## src/rtl/spi_word_exchange_buffer.sv

```systemverilog
// spi_word_exchange_buffer
// Full-duplex word buffer between an SPI slave byte shifter and a host bus.
// Each SPI byte event captures one received byte, which is packed MSB-first
// into DATA_WIDTH words in rx_mem. The same event presents the next transmit
// byte, unpacked MSB-first from words in tx_mem. Frames are delimited by
// spi_frame. The block reports a per-frame word count and a sticky overflow
// flag, and gives the host random access to both memories.
//
// Ports:
//   clk, rst_n      - clock, asynchronous active-low reset
//   spi_ready       - byte-complete level from the shifter (rising edge = event)
//   spi_frame       - chip-select active level
//   spi_data_in     - received byte
//   spi_data_out    - registered next byte to transmit
//   host_wr*        - TX memory write port
//   host_rd_addr    - RX memory read address
//   host_rd_data    - registered RX read data
//   frame_done      - one-cycle pulse at frame end
//   rx_count        - complete words received in the last finished frame
//   overflow        - sticky overflow flag for the current or last frame
module spi_word_exchange_buffer #(
    parameter int unsigned DATA_WIDTH     = 32,
    parameter int unsigned SPI_DATA_WIDTH = 8,
    parameter int unsigned BUF_SIZE       = 6,
    localparam int unsigned BPW        = DATA_WIDTH / SPI_DATA_WIDTH,
    localparam int unsigned ADDR_WIDTH = (BUF_SIZE > 1) ? $clog2(BUF_SIZE) : 1,
    localparam int unsigned CNT_WIDTH  = $clog2(BUF_SIZE + 1)
) (
    input  logic                      clk,
    input  logic                      rst_n,
    input  logic                      spi_ready,
    input  logic                      spi_frame,
    input  logic [SPI_DATA_WIDTH-1:0] spi_data_in,
    output logic [SPI_DATA_WIDTH-1:0] spi_data_out,
    input  logic                      host_wr,
    input  logic [ADDR_WIDTH-1:0]     host_wr_addr,
    input  logic [DATA_WIDTH-1:0]     host_wr_data,
    input  logic [ADDR_WIDTH-1:0]     host_rd_addr,
    output logic [DATA_WIDTH-1:0]     host_rd_data,
    output logic                      frame_done,
    output logic [CNT_WIDTH-1:0]      rx_count,
    output logic                      overflow
);

    localparam int unsigned BCNT_WIDTH = (BPW > 1) ? $clog2(BPW) : 1;

    logic [DATA_WIDTH-1:0] rx_mem [BUF_SIZE];
    logic [DATA_WIDTH-1:0] tx_mem [BUF_SIZE];

    logic                      ready_q,        ready_d;
    logic                      frame_q,        frame_d;
    logic                      armed_q,        armed_d;
    logic                      in_frame_q,     in_frame_d;
    logic [CNT_WIDTH-1:0]      word_addr_q,    word_addr_d;
    logic [BCNT_WIDTH-1:0]     byte_cnt_q,     byte_cnt_d;
    logic [DATA_WIDTH-1:0]     rx_shift_q,     rx_shift_d;
    logic [DATA_WIDTH-1:0]     tx_shift_q,     tx_shift_d;
    logic [SPI_DATA_WIDTH-1:0] spi_data_out_q, spi_data_out_d;
    logic [DATA_WIDTH-1:0]     host_rd_data_q, host_rd_data_d;
    logic                      frame_done_q,   frame_done_d;
    logic [CNT_WIDTH-1:0]      rx_count_q,     rx_count_d;
    logic                      overflow_q,     overflow_d;

    logic                  start_c;
    logic                  end_c;
    logic                  event_c;
    logic [31:0]           reload_idx_c;
    logic [DATA_WIDTH-1:0] tx_word_c;
    logic [DATA_WIDTH-1:0] rx_word_c;
    logic                  rx_we_c;
    logic [ADDR_WIDTH-1:0] rx_waddr_c;

    // Frame and byte event detection. armed_q requires spi_frame to be seen
    // low after reset, so a frame cut by reset is never resumed mid-way;
    // in_frame_q keeps events and frame_done confined to properly started frames.
    assign start_c = spi_frame & ~frame_q & armed_q;
    assign end_c   = ~spi_frame & frame_q & in_frame_q;
    assign event_c = spi_ready & ~ready_q & spi_frame & in_frame_q & ~start_c;

    // Word to load into the TX shifter: word 0 at frame start, otherwise the
    // word after the one just finished; a same-cycle host write wins.
    always_comb begin
        reload_idx_c = start_c ? 32'd0 : 32'(word_addr_q) + 32'd1;
        tx_word_c    = '0;
        if (reload_idx_c < BUF_SIZE) begin
            if (host_wr && (32'(host_wr_addr) == reload_idx_c)) begin
                tx_word_c = host_wr_data;
            end else begin
                tx_word_c = tx_mem[ADDR_WIDTH'(reload_idx_c)];
            end
        end
    end

    assign rx_word_c = DATA_WIDTH'({rx_shift_q, spi_data_in});

    // Next-state logic for the frame, byte and word bookkeeping.
    always_comb begin
        ready_d        = spi_ready;
        frame_d        = spi_frame;
        armed_d        = armed_q | ~spi_frame;
        in_frame_d     = in_frame_q;
        word_addr_d    = word_addr_q;
        byte_cnt_d     = byte_cnt_q;
        rx_shift_d     = rx_shift_q;
        tx_shift_d     = tx_shift_q;
        spi_data_out_d = spi_data_out_q;
        frame_done_d   = 1'b0;
        rx_count_d     = rx_count_q;
        overflow_d     = overflow_q;
        rx_we_c        = 1'b0;
        rx_waddr_c     = ADDR_WIDTH'(word_addr_q);

        if (start_c) begin
            in_frame_d     = 1'b1;
            word_addr_d    = '0;
            byte_cnt_d     = '0;
            overflow_d     = 1'b0;
            tx_shift_d     = tx_word_c << SPI_DATA_WIDTH;
            spi_data_out_d = tx_word_c[DATA_WIDTH-1 -: SPI_DATA_WIDTH];
        end else if (event_c) begin
            if (32'(word_addr_q) < BUF_SIZE) begin
                rx_shift_d = rx_word_c;
                if (byte_cnt_q == BCNT_WIDTH'(BPW - 1)) begin
                    rx_we_c        = 1'b1;
                    word_addr_d    = word_addr_q + CNT_WIDTH'(1);
                    byte_cnt_d     = '0;
                    tx_shift_d     = tx_word_c << SPI_DATA_WIDTH;
                    spi_data_out_d = tx_word_c[DATA_WIDTH-1 -: SPI_DATA_WIDTH];
                end else begin
                    byte_cnt_d     = byte_cnt_q + BCNT_WIDTH'(1);
                    tx_shift_d     = tx_shift_q << SPI_DATA_WIDTH;
                    spi_data_out_d = tx_shift_q[DATA_WIDTH-1 -: SPI_DATA_WIDTH];
                end
            end else begin
                overflow_d     = 1'b1;
                spi_data_out_d = '0;
            end
        end

        // A partial word is simply dropped: only completed words are counted.
        if (end_c) begin
            in_frame_d   = 1'b0;
            frame_done_d = 1'b1;
            rx_count_d   = word_addr_d;
        end
    end

    // Registered host read; out-of-range addresses read as zero.
    always_comb begin
        host_rd_data_d = '0;
        if (32'(host_rd_addr) < BUF_SIZE) begin
            host_rd_data_d = rx_mem[host_rd_addr];
        end
    end

    // Control and output registers.
    always_ff @(posedge clk or negedge rst_n) begin
        if (!rst_n) begin
            ready_q        <= 1'b0;
            frame_q        <= 1'b0;
            armed_q        <= 1'b0;
            in_frame_q     <= 1'b0;
            word_addr_q    <= '0;
            byte_cnt_q     <= '0;
            rx_shift_q     <= '0;
            tx_shift_q     <= '0;
            spi_data_out_q <= '0;
            host_rd_data_q <= '0;
            frame_done_q   <= 1'b0;
            rx_count_q     <= '0;
            overflow_q     <= 1'b0;
        end else begin
            ready_q        <= ready_d;
            frame_q        <= frame_d;
            armed_q        <= armed_d;
            in_frame_q     <= in_frame_d;
            word_addr_q    <= word_addr_d;
            byte_cnt_q     <= byte_cnt_d;
            rx_shift_q     <= rx_shift_d;
            tx_shift_q     <= tx_shift_d;
            spi_data_out_q <= spi_data_out_d;
            host_rd_data_q <= host_rd_data_d;
            frame_done_q   <= frame_done_d;
            rx_count_q     <= rx_count_d;
            overflow_q     <= overflow_d;
        end
    end

    // Memories: no reset, contents persist across frames.
    always_ff @(posedge clk) begin
        if (rx_we_c) begin
            rx_mem[rx_waddr_c] <= rx_word_c;
        end
        if (host_wr && (32'(host_wr_addr) < BUF_SIZE)) begin
            tx_mem[host_wr_addr] <= host_wr_data;
        end
    end

    assign spi_data_out = spi_data_out_q;
    assign host_rd_data = host_rd_data_q;
    assign frame_done   = frame_done_q;
    assign rx_count     = rx_count_q;
    assign overflow     = overflow_q;

endmodule

```

## config.mk

```make
export PLATFORM = sky130hd
export DESIGN_NAME = spi_word_exchange_buffer
export DESIGN_NICKNAME = d
export VERILOG_FILES = /design/src/rtl/spi_word_exchange_buffer.sv
export SDC_FILE = /design/constraint.sdc
export NUM_CORES = 1
export LEC_CHECK = 0
export CAP_MARGIN = 10
export CORE_MARGIN = 5
export CORE_UTILIZATION = 50
export CTS_CLUSTER_SIZE = 16
export DETAILED_ROUTE_END_ITERATION = 8
export HOLD_SLACK_MARGIN = 0.08
export PLACE_DENSITY = 0.69
export SLEW_MARGIN = 20
export SYNTH_ARGS = -nofsm -noshare
export SYNTH_HDL_FRONTEND = slang
export SYNTH_SLANG_ARGS = --single-unit
export TNS_END_PERCENT = 1
```

## constraint.sdc

```tcl
create_clock -name clk -period 5.1 [get_ports clk]
set_input_delay 0.765 -clock clk [delete_from_list [all_inputs] [get_ports clk]]
set_output_delay 0.765 -clock clk [all_outputs]
set_load 0.02 [all_outputs]
```

# Word-level counts from Yosys, hierarchy flattened
# Memory sizes are Yosys's and may differ from the RTL's.
# Index checks and enable logic that the tools add are counted.
[word_totals]
regBits = 110
mem_bits_ro = 0
output_inout_bits = 45
mem_bits_rw = 384
mem_count = 2
word_cells = 80
input_bits = 51
latch_bits = 0
[op_classes]
n_shift = 0
bitwise = 13
multipliers = 0
eq_ne = 3
div = 0
n_reduce_logical = 8
mux = 34
order_cmp = 4
addsub = 3
[mem_list]
columns = ["name", "words", "width", "rd", "rd_ports_with_merged_regs", "write_ports", "line", "text"]
rows = [
  ["rx_mem", 6, 32, 1, 0, 1, "47", "logic [DATA_WIDTH-1:0] rx_mem [BUF_SIZE];"],
  ["tx_mem", 6, 32, 1, 0, 1, "48", "logic [DATA_WIDTH-1:0] tx_mem [BUF_SIZE];"],
]
[op_table]
columns = ["operator", "count"]
rows = [
  ["32-bit 2-to-1 mux", 7],
  ["8-bit 2-to-1 mux", 4],
  ["1-bit 2-to-1 mux", 14],
  ["3-bit 2-to-1 mux", 4],
  ["3-bit < comparator (second input constant)", 3],
  ["1-bit AND", 8],
  ["2-bit 2-to-1 mux", 4],
  ["2-bit nonzero test", 3],
  ["3-bit by 1-bit adder with 4-bit output (second input constant)", 1],
  ["3-bit by 4-bit equality test with 1-bit output", 1],
  ["4-bit by 3-bit < comparator with 1-bit output (second input constant)", 1],
  ["4-bit 2-to-1 mux", 1],
  ["1-bit inverter", 4],
  ["2-bit AND reduction", 2],
  ["3-bit by 1-bit adder with 3-bit output (second input constant)", 1],
  ["3-bit AND reduction", 1],
  ["2-bit by 1-bit adder with 2-bit output (second input constant)", 1],
  ["2-bit equality test (second input constant)", 1],
  ["1-bit logical AND", 2],
  ["2-bit != test (second input constant)", 1],
  ["1-bit OR", 1],
]

# Logic depth before layout (Yosys ltp)
[logic_depth]
word_depth = 12
ltp_mapped = 10
ltp_nobuf = 7

# Worst setup path before layout
# No wires, ideal clock.
[synth_timing]
kind = "input-to-reg"
start = "in spi_frame"
end = "mem rx_mem[2][0] (enable)"
setup_slack_ps = -154
setup_ps = 501
n_path_buf = 2
path_stages = 6
arrival_ps = 4752
required_time_ps = 4599
cell_sequence = "buf_6 > nand4b_4 > a21oi_1 > nand2_2 > buf_2 > nor4_1"
[synth_between]
elab_chain_len = 8
word_cells_on_any_way = 10
cone_classes = "4 x mux; 6 x bitwise"
[synth_rtl]
columns = ["item", "line", "text"]
rows = [
  ["start, declared", "32", "input logic spi_frame,"],
  ["1-bit AND (2 in a row)", "76", "assign start_c = spi_frame & ~frame_q & armed_q;"],
  ["1-bit inverter (no source line)", "n/a", ""],
  ["1-bit AND", "78", "assign event_c = spi_ready & ~ready_q & spi_frame & in_frame_q & ~start_c;"],
  ["1-bit 2-to-1 mux", "120", "end else if (event_c) begin"],
  ["1-bit 2-to-1 mux *", "113", "if (start_c) begin"],
  ["1-bit 2-to-1 mux *", "191", "if (rx_we_c) begin"],
  ["1-bit 2-to-1 mux (implied by the code) *", "192", "rx_mem[rx_waddr_c] <= rx_word_c;"],
  ["end, declared", "47", ""],
]
# Mark *: on every way between the ends. The rest lies on a longest branch, timed or not.

# Final worst setup path
[layout_timing]
start = "in spi_frame"
end = "reg spi_data_out_q[2] (netlist: spi_data_out[2])"
[layout_between]
elab_chain_len = 11
word_cells_on_any_way = 18
cone_classes = "1 x order compare; 1 x eq/ne; 7 x mux; 6 x bitwise; 2 x reduce/logical; 1 x memory"
[layout_rtl]
columns = ["item", "line", "text"]
rows = [
  ["parallel branches: the longest is 11 deep, another holds memory 6 x 32 bit", "n/a", ""],
  ["end signal, assigned", "181", "spi_data_out_q <= spi_data_out_d;"],
  ["end, declared", "58", "logic [SPI_DATA_WIDTH-1:0] spi_data_out_q, spi_data_out_d;"],
]
# Parallel ways; which one is timed is not known. The select of a mux whose other input is x is not followed.
# A chain may end at the register's enable or synchronous reset.

==> metrics.txt <==
outcome complete, no violations; Final setup violation count 0; full die area around 42000 um2; vias in the first global route between 10000 and 15000; CTS tree yes; core footprint roughly 38000 um2; cts bufs inserted just under 50; antenna diode count 0; pre-CTS setup slack between 1000 and 1500 ps; Seq/Total Area, Yosys 0.740; Clock transition at path regs about 60 ps; WL/cell 22.0 um; final core utilization 0.590; synthesized cell area ~19000 um2; Final #Nets 1328; Worst EP required between 5000 and 6000 ps; cell taking the most area after synthesis edfxtp_1; Startpoint Class primary input; max-cap viol count 0; Slew headroom 0.377; Netlist cell types 57; clk buf depth 3; most common cell after layout, fill and taps aside edfxtp_1; RSZ-0062 raised after global routing false; CTS sink cnt between 400 and 500; # IOs 96; most frequent cells in the layout 384 x edfxtp_1, 101 x dfrtp_1, 93 x clkdlybuf4s50_1; dominant cells by area after synthesis edfxtp_1 61%, dfrtp_1 13%, mux4_2 3.8%; initial antenna violation count 1; Mapped Cells 1171; area growth from synthesis to layout 16.7%; YS warnings 0; die extent in x between 200 and 250 um; Port Buf Inserts 95; initial core utilization 0.505; Final period util 0.660; total grt overflow 0; postcts setup bufs 0; flip-flop and latch count after synthesis slightly below 500; Crit Path Max Fanout 36; share of cells above drive strength 1 0.165; Post-CTS Hold Buffers 0; CTS H-tree depth 2; CTS-repair resized insts 0; skew final approximately 8.1 ps; die height about 200 um; f_max roughly 0.30 GHz; Site Rows 71; vias per cell roughly 5.8; Tightest Pin Transition between 900 and 1000 ps; Primary FF master, synth edfxtp_1; overall power 9.05 mW; Total Wirelength 40.2 mm; Global Route Usage Sum 0.197; syn avg cell area approximately 16 um2; HP Class primary input to async pin; Lkg Pwr ~7.9 nW; fin cells ~1800; vias after detailed routing about 11000; # fillers just under 3000; Residual DRC 0; Fin. Hold Viols 0; Worst VDD drop between 300 and 400 uV; Detailed Place HPWL 23.8 mm; Routed Antenna Nets 0; Root Buffer clkbuf_16; pin count of the biggest net entering global routing 74; min setup slack post-route ~1700 ps; global-route wire length before repair around 64 mm; Placer Congestion approximately 0.91; DR iter-0 viols ~760; share of the synthesized area in the top cell type 0.606; First-pass DRT Iterations 5; CP Capture Type flop; Worst-Skew Late Latency ~570 ps; PwrDens between 400 and 500 nW/um2; post-synthesis net count 1224; Post-synth EDFFs roughly 380; Crit Path Category primary input to flop; Final Critical Period 3370 ps; Placed Cells incl. Taps 1733; async set-or-reset flop fraction in the synthesized netlist 0.210; Slew Viols, Final 0; crit path DAT between 3000 and 4000 ps
-- layout make-up --
| cell class | instances | area (um2) | area share |
|---|---|---|---|
| Sequential cell | 486 | 14100 | 0.634 |
| Multi-Input combinational cell | 578 | 4540 | 0.204 |
| Clock buffer | 74 | 1420 | 0.0640 |
| Timing Repair Buffer | 125 | 1210 | 0.0545 |
| Tap cell | 511 | 639 | 0.0288 |
| Clock inverter | 18 | 196 | 0.00884 |
| Inverter | 35 | 131 | 0.00591 |
-- per-layer routing --
layer,part of all wire,global-route usage
met1,0.42,0.264
met3,0.052,0.0391
met4,0.026,0.0648
met2,0.50,0.326
met5,0.00020,0
-- synth_stat cells (all sizes together) (3+ instances only) --
library cell  count
o22ai            56
dfrtp           102
a22oi             3
mux4             32
a32oi            14
a21boi            3
and3              3
o211ai            7
a221oi            6
a21oi            49
edfxtp          384
xnor2             4
a211oi            7
nor3b             3
mux2i            62
clkbuf           27
nand3            28
a31oi            21
o21ai            37
nand2            94
a221o             6
nor2             32
inv              35
a211o             6
nand2b           11
mux2             55
buf              45
a32o              5
a31o              5
a22o              5
-- power by group --
group	internal, mW	switching, mW	leakage, nW
logic	0.300	0.344	2.34
clock network	2.13	1.43	0.793
registers	4.61	0.235	4.75
-- critical path: stages --
cell and delay (ps):
clkdlybuf4s50_1 710, nand3b_4 440, nand3_1 250, a211oi_2 110, o2111ai_2 430, buf_4 430
mux2i_1 490, o22ai_1 130
-- per-stage QoR --
stage / cell area [um2] / setup TNS, ps / hold WS (ps)
5_1_grt: 22200 / 0 / 82.7
2_1_floorplan: 19000 / -9840 / 461
3_5_place_dp: 20500 / 0 / 487
6_report: 22200 / 0 / 89.2
3_3_place_gp: 20500 / 0 / 483
4_1_cts: 22200 / 0 / 368
-- cell families (layout without fill, tap and decap cells) --
group | Yosys count | after routing | synth area share
XOR/XNOR | 5 | 5 | 0.00309
AO/OA/AOI/OAI | 237 | 237 | 0.0821
buffers and inverters | 107 | 252 | 0.0252
AND/OR/NAND/NOR | 185 | 185 | 0.0455
adder cells (fa/ha/maj) | 2 | 2 | 0.00131
flip-flops | 486 | 486 | 0.740
multiplexers | 149 | 149 | 0.103
-- state kept, by name, summed over array words and instances (netlist names) --
signal,flops
armed_q,1
byte_cnt_q,2
frame_done,1
frame_q,1
host_rd_data,32
in_frame_q,1
overflow,1
ready_q,1
rx_count,3
rx_mem,192
rx_shift_q,24
rx_waddr_c,3
spi_data_out,8
tx_mem,192
tx_shift_q,24
-- path summary, 6_finish.rpt --
path                                            startpoint                          end  slack (ps)  cells after the start
worst max register to register     rx_waddr_c[0]$_DFF_PN0_   tx_shift_q[24]$_DFFE_PN0P_        1830                      7
worst max-delay path                             spi_frame  spi_data_out[2]$_DFFE_PN0P_        1730                      8
worst min register to register  tx_shift_q[15]$_DFFE_PN0P_   tx_shift_q[15]$_DFFE_PN0P_         500                      2
max in group asynchronous                            rst_n    host_rd_data[7]$_DFF_PN0_        3940                      3
min in group clk                tx_shift_q[15]$_DFFE_PN0P_   tx_shift_q[15]$_DFFE_PN0P_         500                      2
worst min-delay path                                 rst_n   host_rd_data[29]$_DFF_PN0_          90                      1
No activity file was read; power rests on OpenSTA's default activity.
